==> src/rtl/trap_sequencer.sv <==
// Machine-mode trap sequencer: arbitrates exceptions, external interrupt and mret.
// It captures the trap CSRs and drives the fetch redirect handshake. Build option: RV_TRAP_VECTORED_EN.
module trap_sequencer #(
  parameter int XLEN = 32
) (
  input  logic            clk_i,
  input  logic            resetb_i,
  input  logic            clk_en_i,
  input  logic            excp_ferr_i,
  input  logic            excp_uerr_i,
  input  logic            excp_maif_i,
  input  logic            excp_mala_i,
  input  logic            excp_masa_i,
  input  logic            excp_ilgl_i,
  input  logic [XLEN-1:0] excp_pc_i,
  input  logic [XLEN-1:0] excp_tval_i,
  input  logic            irq_ext_i,
  input  logic            mret_i,
  input  logic [XLEN-1:0] mtvec_i,
  input  logic            csr_wr_i,
  input  logic [11:0]     csr_wr_addr_i,
  input  logic [XLEN-1:0] csr_wr_data_i,
  input  logic            jump_ack_i,
  output logic [XLEN-1:0] mepc_o,
  output logic [XLEN-1:0] mcause_o,
  output logic [XLEN-1:0] mtval_o,
  output logic            mstatus_mie_o,
  output logic            mstatus_mpie_o,
  output logic            jump_o,
  output logic [XLEN-1:0] jump_addr_o,
  output logic            busy_o
);

  localparam logic [11:0]     ADDR_MSTATUS = 12'h300;
  localparam logic [11:0]     ADDR_MEPC    = 12'h341;
  localparam logic [11:0]     ADDR_MCAUSE  = 12'h342;
  localparam logic [11:0]     ADDR_MTVAL   = 12'h343;
  localparam logic [XLEN-1:0] WORD_MASK    = {{(XLEN-2){1'b1}}, 2'b00};
  localparam logic [XLEN-1:0] IRQ_CAUSE    = {1'b1, {(XLEN-5){1'b0}}, 4'd11};

  typedef enum logic [1:0] {IDLE, SAVE, JUMP} state_e;

  typedef struct packed {
    logic            ret;
    logic            irq;
    logic [XLEN-1:0] cause;
    logic [XLEN-1:0] pc;
    logic [XLEN-1:0] tval;
  } trap_req_t;

  state_e    state_q, state_d;
  trap_req_t req_q, req_d;
  logic      excp_any, irq_take;
  logic [XLEN-1:0] tvec_base, trap_tgt;

  // Priority encode; tval only survives for the address-carrying exceptions.
  always_comb begin
    excp_any  = excp_ferr_i | excp_uerr_i | excp_maif_i | excp_mala_i | excp_masa_i | excp_ilgl_i;
    irq_take  = irq_ext_i & mstatus_mie_o;
    req_d     = '0;
    req_d.ret = ~excp_any & ~irq_take;
    req_d.irq = ~excp_any & irq_take;
    req_d.pc  = excp_pc_i & WORD_MASK;
    if (excp_ferr_i)      req_d.cause = XLEN'(1);
    else if (excp_uerr_i) req_d.cause = XLEN'(2);
    else if (excp_maif_i) begin req_d.cause = XLEN'(0); req_d.tval = excp_tval_i; end
    else if (excp_mala_i) begin req_d.cause = XLEN'(4); req_d.tval = excp_tval_i; end
    else if (excp_masa_i) begin req_d.cause = XLEN'(6); req_d.tval = excp_tval_i; end
    else if (excp_ilgl_i) req_d.cause = XLEN'(2);
    else if (irq_take)    req_d.cause = IRQ_CAUSE;
  end

  always_comb begin
    tvec_base = mtvec_i & WORD_MASK;
`ifdef RV_TRAP_VECTORED_EN
    trap_tgt  = (req_q.irq && mtvec_i[1:0] == 2'b01) ? tvec_base + XLEN'(44) : tvec_base;
`else
    trap_tgt  = tvec_base;
`endif
  end

`ifndef RV_TRAP_VECTORED_EN
  logic unused_vec;
  assign unused_vec = ^{mtvec_i[1:0], req_q.irq};
`endif

  always_comb begin
    state_d = state_q;
    case (state_q)
      IDLE:    if (excp_any || irq_take || mret_i) state_d = SAVE;
      SAVE:    state_d = JUMP;
      JUMP:    if (jump_ack_i) state_d = IDLE;
      default: state_d = IDLE;
    endcase
  end

  assign jump_o = (state_q == JUMP);
  assign busy_o = (state_q != IDLE);

  always_ff @(posedge clk_i or negedge resetb_i) begin
    if (!resetb_i) begin
      state_q <= IDLE;
      req_q   <= '0;
    end else if (clk_en_i) begin
      state_q <= state_d;
      if (state_q == IDLE && state_d == SAVE) req_q <= req_d;
    end
  end

  // Software writes first so a same-cycle SAVE update overrides them.
  always_ff @(posedge clk_i or negedge resetb_i) begin
    if (!resetb_i) begin
      mepc_o         <= '0;
      mcause_o       <= '0;
      mtval_o        <= '0;
      mstatus_mie_o  <= 1'b0;
      mstatus_mpie_o <= 1'b0;
      jump_addr_o    <= '0;
    end else if (clk_en_i) begin
      if (csr_wr_i) begin
        case (csr_wr_addr_i)
          ADDR_MEPC:    mepc_o   <= csr_wr_data_i & WORD_MASK;
          ADDR_MCAUSE:  mcause_o <= csr_wr_data_i;
          ADDR_MTVAL:   mtval_o  <= csr_wr_data_i;
          ADDR_MSTATUS: begin
            mstatus_mie_o  <= csr_wr_data_i[3];
            mstatus_mpie_o <= csr_wr_data_i[7];
          end
          default: ;
        endcase
      end
      if (state_q == SAVE) begin
        if (req_q.ret) begin
          mstatus_mie_o  <= mstatus_mpie_o;
          mstatus_mpie_o <= 1'b1;
          jump_addr_o    <= mepc_o;
        end else begin
          mepc_o         <= req_q.pc;
          mcause_o       <= req_q.cause;
          mtval_o        <= req_q.tval;
          mstatus_mpie_o <= mstatus_mie_o;
          mstatus_mie_o  <= 1'b0;
          jump_addr_o    <= trap_tgt;
        end
      end
    end
  end

endmodule

==> config.mk <==
export PLATFORM = sky130hd
export DESIGN_NAME = trap_sequencer
export DESIGN_NICKNAME = d
export VERILOG_FILES = /design/src/rtl/trap_sequencer.sv
export SDC_FILE = /design/constraint.sdc
export NUM_CORES = 1
export LEC_CHECK = 0
export BUFFER_PORTS_ARGS = -buffer_cell sky130_fd_sc_hd__buf_2
export CAP_MARGIN = 5
export CORE_ASPECT_RATIO = 1.4
export CORE_MARGIN = 2
export CORE_UTILIZATION = 25
export CTS_CLUSTER_DIAMETER = 40
export DETAILED_ROUTE_END_ITERATION = 8
export GPL_ROUTABILITY_DRIVEN = 0
export SLEW_MARGIN = 20
export SYNTH_ARGS = -nofsm -noshare
export SYNTH_HDL_FRONTEND = slang
export SYNTH_SLANG_ARGS = --single-unit
==> constraint.sdc <==
create_clock -name clk_i -period 1.8 [get_ports clk_i]
set_clock_uncertainty 0.1 [all_clocks]
set_input_delay 0.36 -clock clk_i [delete_from_list [all_inputs] [get_ports clk_i]]
set_output_delay 0.36 -clock clk_i [all_outputs]
set_load 0.005 [all_outputs]
Word level (Yosys, flattened, before mapping)
Cells that the tools add are included.
W data, S select, Z words.
Word-level totals
  register bits after elaboration: 227
  input bits: 153
  output and inout bits: 132
  logic and storage cells: 73
Cells by class
  equal/unequal tests: 7
  multiplexer cells: 36
  bitwise logic cells: 9
  reduce and logical (&&, ||, !) cells: 10
Operator list (number)
  $mux W32: 25
  $eq A12 B10 Y1 const B: 4
  $mux W1: 8
  $pmux W2 S3: 1
  $reduce_bool A2 Y1: 3
  $or A1 B1 Y1: 5
  $eq A2 B1 Y1 const B: 2
  $mux W2: 2
  $reduce_and A2 Y1: 2
  $reduce_and A3 Y1: 1
  $and A1 B1 Y1: 2
  $eq A2 B2 Y1 const B: 1
  $logic_not A2 Y1: 1
  $logic_or A1 B1 Y1: 2
  $not A1 Y1: 2
  $logic_and A1 B1 Y1: 1

Depth between registers and ports, before layout
  word-level depth: 12
  gate-level depth with buffers: 7
  depth with buffers taken out: 4

Worst setup path before layout
No wires, ideal clock.
  path kind: input-to-reg
  from: input port csr_wr_addr_i[5]
  to: register mepc_o[26]
  library setup time: 0.123 ns
  arrival time: 1.724 ns
  path slack: -0.147 ns
  cell stages on the path: 5
  buffers on the path: 1
  path through: or4b_4 -> nor3_4 -> nand4b_2 -> buf_6 -> o221a_1
Between the ends
  longest elaborated chain between the ends: 5
RTL lines
  from (decl): line 21  | input logic [11:0] csr_wr_addr_i,
  $eq A12 B10 Y1 *: line 121  | case (csr_wr_addr_i)
  $mux W32 *: line 121
  $mux W32 *: line 120  | if (csr_wr_i) begin
  $mux W32: line 133  | if (req_q.ret) begin
  $mux W32 *: line 132  | if (state_q == SAVE) begin
  to (signal assigned): line 122  | ADDR_MEPC: mepc_o <= csr_wr_data_i & WORD_MASK;
  to (signal assigned): line 138  | mepc_o <= req_q.pc;
  to (decl): line 24  | output logic [XLEN-1:0] mepc_o,
Every way passes the cells marked *; elsewhere a longest branch is shown, timed or not.
A chain may end at the register's enable or synchronous reset.

Worst setup path after layout
  from: register state_q[1]
  to: output port busy_o
Between the ends
  longest elaborated chain between the ends: 1
RTL lines
  from (decl): line 51  | state_e state_q, state_d;
  from (signal assigned): line 105  | state_q <= state_d;
  $reduce_bool A2 Y1: line 98  | assign busy_o = (state_q != IDLE);
  to (decl): line 31  | output logic busy_o
Every way passes these cells.

==> impl_metrics.xml <==
<?xml version="1.0" encoding="UTF-8"?>
<metrics>
  <group name="logic_synthesis">
    <metric name="yosys-top-cells-area" unit="">sky130_fd_sc_hd__dfrtp_1, sky130_fd_sc_hd__o221a_1, sky130_fd_sc_hd__nand2_1, sky130_fd_sc_hd__or3_1, sky130_fd_sc_hd__mux2_2</metric>
    <metric name="synth_top_area_share" unit="%">57.6</metric>
    <metric name="post_synth.cell_area_avg" unit="um2">11.1</metric>
    <metric name="sequential_cell_area_fraction_in_the_yosys_report" unit="%">57.6</metric>
    <metric name="synth_enable_flop_cells" unit="">0</metric>
    <metric name="synthCells" unit="">780</metric>
    <metric name="ys_dominant_reg_cell" unit="">sky130_fd_sc_hd__dfrtp_1</metric>
    <metric name="synth.lib_cells_used.distinct" unit="">43</metric>
    <metric name="synth_nets" unit="">933</metric>
    <metric name="combined_area_of_all_synthesized_cells" unit="mm2">0.00864</metric>
    <metric name="async_flop_share" unit="%">100</metric>
    <metric name="synth_top_cell_by_area" unit="">sky130_fd_sc_hd__dfrtp_1</metric>
    <metric name="synth-seq-cells" unit="">199</metric>
    <metric name="synth_warn" unit="">0</metric>
  </group>
  <group name="routing">
    <metric name="detail-route-antenna-nets" unit="">0</metric>
    <metric name="vias_per_cell" unit="">4.65</metric>
    <metric name="routed_wire_length_per_instance" unit="um">18.6</metric>
    <metric name="met1Wirelength" unit="um">11900</metric>
    <metric name="route.met3.wl" unit="um">1390</metric>
    <metric name="top_layer_used" unit="">met4</metric>
    <metric name="wl_met2" unit="um">14900</metric>
    <metric name="drt_first_pass_iters" unit="">4</metric>
    <metric name="via_count" unit="">7243</metric>
    <metric name="finalWirelength" unit="um">29000</metric>
    <metric name="drt_first_iter_violations" unit="">389</metric>
    <metric name="detail_route.drc_violations" unit="">0</metric>
  </group>
  <group name="timing">
    <metric name="period_share" unit="%">101</metric>
    <metric name="report.final.hold_viol_count" unit="">0</metric>
    <metric name="setup_viol" unit="">18</metric>
    <metric name="slew_headroom" unit="%">69.5</metric>
    <metric name="timing.final.max_slew_violations" unit="">0</metric>
    <metric name="post-route-worst-setup-slack" unit="ps">-23.1</metric>
    <metric name="final_period_minus_worst_setup_slack" unit="ps">1820</metric>
    <metric name="rsz0062_at_grt" unit="">true</metric>
    <metric name="worstMarginPinSlew" unit="ps">457</metric>
    <metric name="max_clock_freq" unit="GHz">0.549</metric>
  </group>
  <group name="global_routing">
    <metric name="grt_antenna_before_repair" unit="">4</metric>
    <metric name="largest_net_degree_at_the_start_of_global_routing" unit="">56</metric>
    <metric name="grt_pass1_vias" unit="">7278</metric>
    <metric name="total_routing_usage_gr" unit="%">16.0</metric>
    <metric name="overflow" unit="">0</metric>
    <metric name="grt_pass1_wl" unit="um">43800</metric>
  </group>
  <group name="worst_setup_path">
    <metric name="critPathRequiredTime" unit="ps">1340</metric>
    <metric name="cp_slowest_cell" unit="">sky130_fd_sc_hd__dfrtp_1</metric>
    <metric name="worstRegToRegCells" unit="">7</metric>
    <metric name="crit_type" unit="">reg2out</metric>
    <metric name="worstSetupEndpointType" unit="">output pin</metric>
    <metric name="cp_num_buf_inv" unit="">2</metric>
    <metric name="crit_top_cell" unit="">sky130_fd_sc_hd__buf_6</metric>
    <metric name="crit_path_max_fo" unit="">5</metric>
    <metric name="critical_path.cell_chain" unit="">or2_4 -&gt; buf_6 -&gt; buf_6</metric>
    <metric name="setup.worst_path.start" unit="">state_q[1]</metric>
    <metric name="r2r_slack" unit="ps">-10</metric>
    <metric name="startpoint_type" unit="">flop</metric>
    <metric name="crit_path_max_incr_delay" unit="ps">420</metric>
    <metric name="critPathTopFamily" unit="">flip-flops</metric>
    <metric name="worst-endpoint-arrival" unit="ps">1360</metric>
    <metric name="worstReg2RegStart" unit="">state_q[1]</metric>
    <metric name="critical_register_to_register_path_endpoint" unit="">mepc_o[23]</metric>
  </group>
  <group name="pwr">
    <metric name="power-per-cell-area" unit="mW/mm2">1490</metric>
    <metric name="finalPower" unit="mW">17.7</metric>
    <metric name="p_sw" unit="mW">5.99</metric>
    <metric name="ir_worst_vdd" unit="mV">0.652</metric>
    <metric name="sequentialPowerShare" unit="%">41.7</metric>
    <metric name="combPwrFrac" unit="%">35.8</metric>
    <metric name="cell_internal_pwr" unit="mW">11.7</metric>
    <metric name="netSwitchingFraction" unit="%">33.9</metric>
    <metric name="clock_power_share" unit="%">22.5</metric>
    <metric name="leakagePower" unit="nW">5.44</metric>
  </group>
  <group name="die">
    <metric name="die-height" unit="um">224</metric>
    <metric name="chipWidth" unit="um">161</metric>
    <metric name="start_util" unit="%">25.4</metric>
    <metric name="io_pins" unit="">285</metric>
    <metric name="die_area" unit="mm2">0.0361</metric>
    <metric name="floorplan.core_area" unit="mm2">0.0340</metric>
    <metric name="fp-row-count" unit="">80</metric>
  </group>
  <group name="cts">
    <metric name="ctsHtreeMaxLevel" unit="">4</metric>
    <metric name="worst_setup_hold_path_clk_slew" unit="ps">80</metric>
    <metric name="max-clock-path-buffers" unit="">2</metric>
    <metric name="number_of_sinks_driven_by_the_clock_tree" unit="">199</metric>
    <metric name="latest_clock_arrival_within_the_worst_skew_pair" unit="ps">450</metric>
    <metric name="cts.root.buffer_cell" unit="">sky130_fd_sc_hd__clkbuf_16</metric>
    <metric name="cts_buffer_count" unit="">17</metric>
    <metric name="tritoncts_clock_tree" unit="">done</metric>
  </group>
  <group name="cells_and_area">
    <metric name="final_cell_mix" unit="">sky130_fd_sc_hd__buf_2, sky130_fd_sc_hd__dfrtp_1, sky130_fd_sc_hd__nand2_1, sky130_fd_sc_hd__or3_1, sky130_fd_sc_hd__o221a_1</metric>
    <metric name="stdcell_count" unit="">1559</metric>
    <metric name="final_nets" unit="">1244</metric>
    <metric name="sequential_cell_area" unit="mm2">0.00498</metric>
    <metric name="layout_filler_cell_count" unit="">3513</metric>
    <metric name="area_occupied_by_multi_input_gates" unit="mm2">0.00339</metric>
    <metric name="post-route-util" unit="%">34.8</metric>
    <metric name="final_common_cell" unit="">sky130_fd_sc_hd__buf_2</metric>
    <metric name="drive_above_1_share" unit="%">40.1</metric>
    <metric name="area_growth_from_synthesis_to_layout" unit="%">37.0</metric>
  </group>
  <group name="placed_design">
    <metric name="place.port_buffers" unit="">280</metric>
    <metric name="dp_hpwl" unit="um">21700</metric>
    <metric name="dp_cells" unit="">1516</metric>
    <metric name="dpl_worst_slack" unit="ps">-382</metric>
  </group>
  <group name="run_status">
    <metric name="failed_checks" unit="">negative setup slack</metric>
    <metric name="status" unit="">complete, but fails checks</metric>
  </group>
  <group name="worst_hold_path">
    <metric name="timing.hold.worst.class" unit="">in2reg</metric>
    <metric name="holdPathEnd" unit="">req_q[54]</metric>
    <metric name="holdPathStages" unit="">2</metric>
    <metric name="min-delay-start" unit="">excp_pc_i[22]</metric>
  </group>
  <group name="flow_run">
    <metric name="cap_viol_max_count" unit="">0</metric>
  </group>
</metrics>
## cells by family after synthesis
group	count (synthesis)	share of synthesized area, %
AOI/OAI and AO/OA	176	15.1
buffers and inverters	67	4.10
DFF	199	57.6
muxes	62	7.65
and+or+nand+nor	276	15.5
## sequential cells by signal (all words and copies together) (netlist names)
signal / count
req_q: 67
jump_addr_o: 32
mcause_o: 32
mepc_o: 32
mtval_o: 32
state_q: 2
mstatus_mie_o: 1
mstatus_mpie_o: 1
## layout make-up
| class | instances | share of cell area (%) |
|---|---|---|
| Sequential cell | 199 | 42.1 |
| Multi-Input combinational cell | 514 | 28.6 |
| Timing Repair Buffer | 353 | 19.1 |
| Tap cell | 451 | 4.77 |
| Clock buffer | 19 | 3.83 |
| Clock inverter | 13 | 1.33 |
| Inverter | 6 | 0.190 |
| Antenna cell | 4 | 0.0846 |
## worst register-to-register path, cell delays in order (launching register included)
cell                       delay, ps
sky130_fd_sc_hd__dfrtp_1         410
sky130_fd_sc_hd__buf_4           140
sky130_fd_sc_hd__nor3b_1          40
sky130_fd_sc_hd__buf_4           170
sky130_fd_sc_hd__nor3_4          210
sky130_fd_sc_hd__nand4b_4        160
sky130_fd_sc_hd__buf_12          200
sky130_fd_sc_hd__o221a_1         270
## repair_timing
item / 4_1_cts / 5_1_grt
endpoints found under the setup margin: 61 / 111
hold buffers: 1 / 0
hold endpoints to repair: 34 / 0
setup buffers: 1 / 2
cloned: 1 / 2
pin swaps: 1 / 1
resized for setup: 6 / 31
## routing by layer
metal	up-vias	track usage, %
li1	3427	-
met1	3582	19.4
met2	198	27.7
met3	36	3.15
met4	0	6.48
met5	-	0
## Yosys cell counts, drive strengths merged (3+ instances only)
master,instances
nand2b,3
inv,6
nor2b,3
a21oi,31
nor2,12
nand3,7
buf,30
nand2,164
o31ai,5
mux2i,30
nand4,5
or3,62
clkbuf,31
mux2,32
o221a,62
o21ai,71
nor3,4
dfrtp,199
## worst max-delay path by stage
stage | to | slack, ps | cells past startpoint
2_1_floorplan | mtval_o[10] | -120 | 5
3_3_place_gp | mepc_o[27] | -360 | 6
3_5_place_dp | mepc_o[25] | -380 | 6
4_1_cts | busy_o | -50 | 3
5_1_grt | mepc_o[23] | -80 | 7
6_report | busy_o | -20 | 3
## power by group through the flow
stage / clock (mW) / combinational [mW] / sequential, mW
6_report: 3.97 / 6.32 / 7.37
5_1_grt: 4.26 / 6.97 / 7.57
4_1_cts: 4.10 / 6.28 / 7.36
3_5_place_dp: 0 / 6.16 / 7.44
3_3_place_gp: 0 / 6.01 / 7.39
2_1_floorplan: 0 / 3.30 / 7.20
## metrics by stage
stage	TNS [ps]	instance area [um2]	hold WS, ps
2_1_floorplan	-7050	8670	-35.6
3_3_place_gp	-28830	11100	255
3_5_place_dp	-31280	11100	260
4_1_cts	-78.0	11700	8.90
5_1_grt	-3880	11800	24.8
6_report	-107	11800	39.1
(Power assumes the default switching activity.)
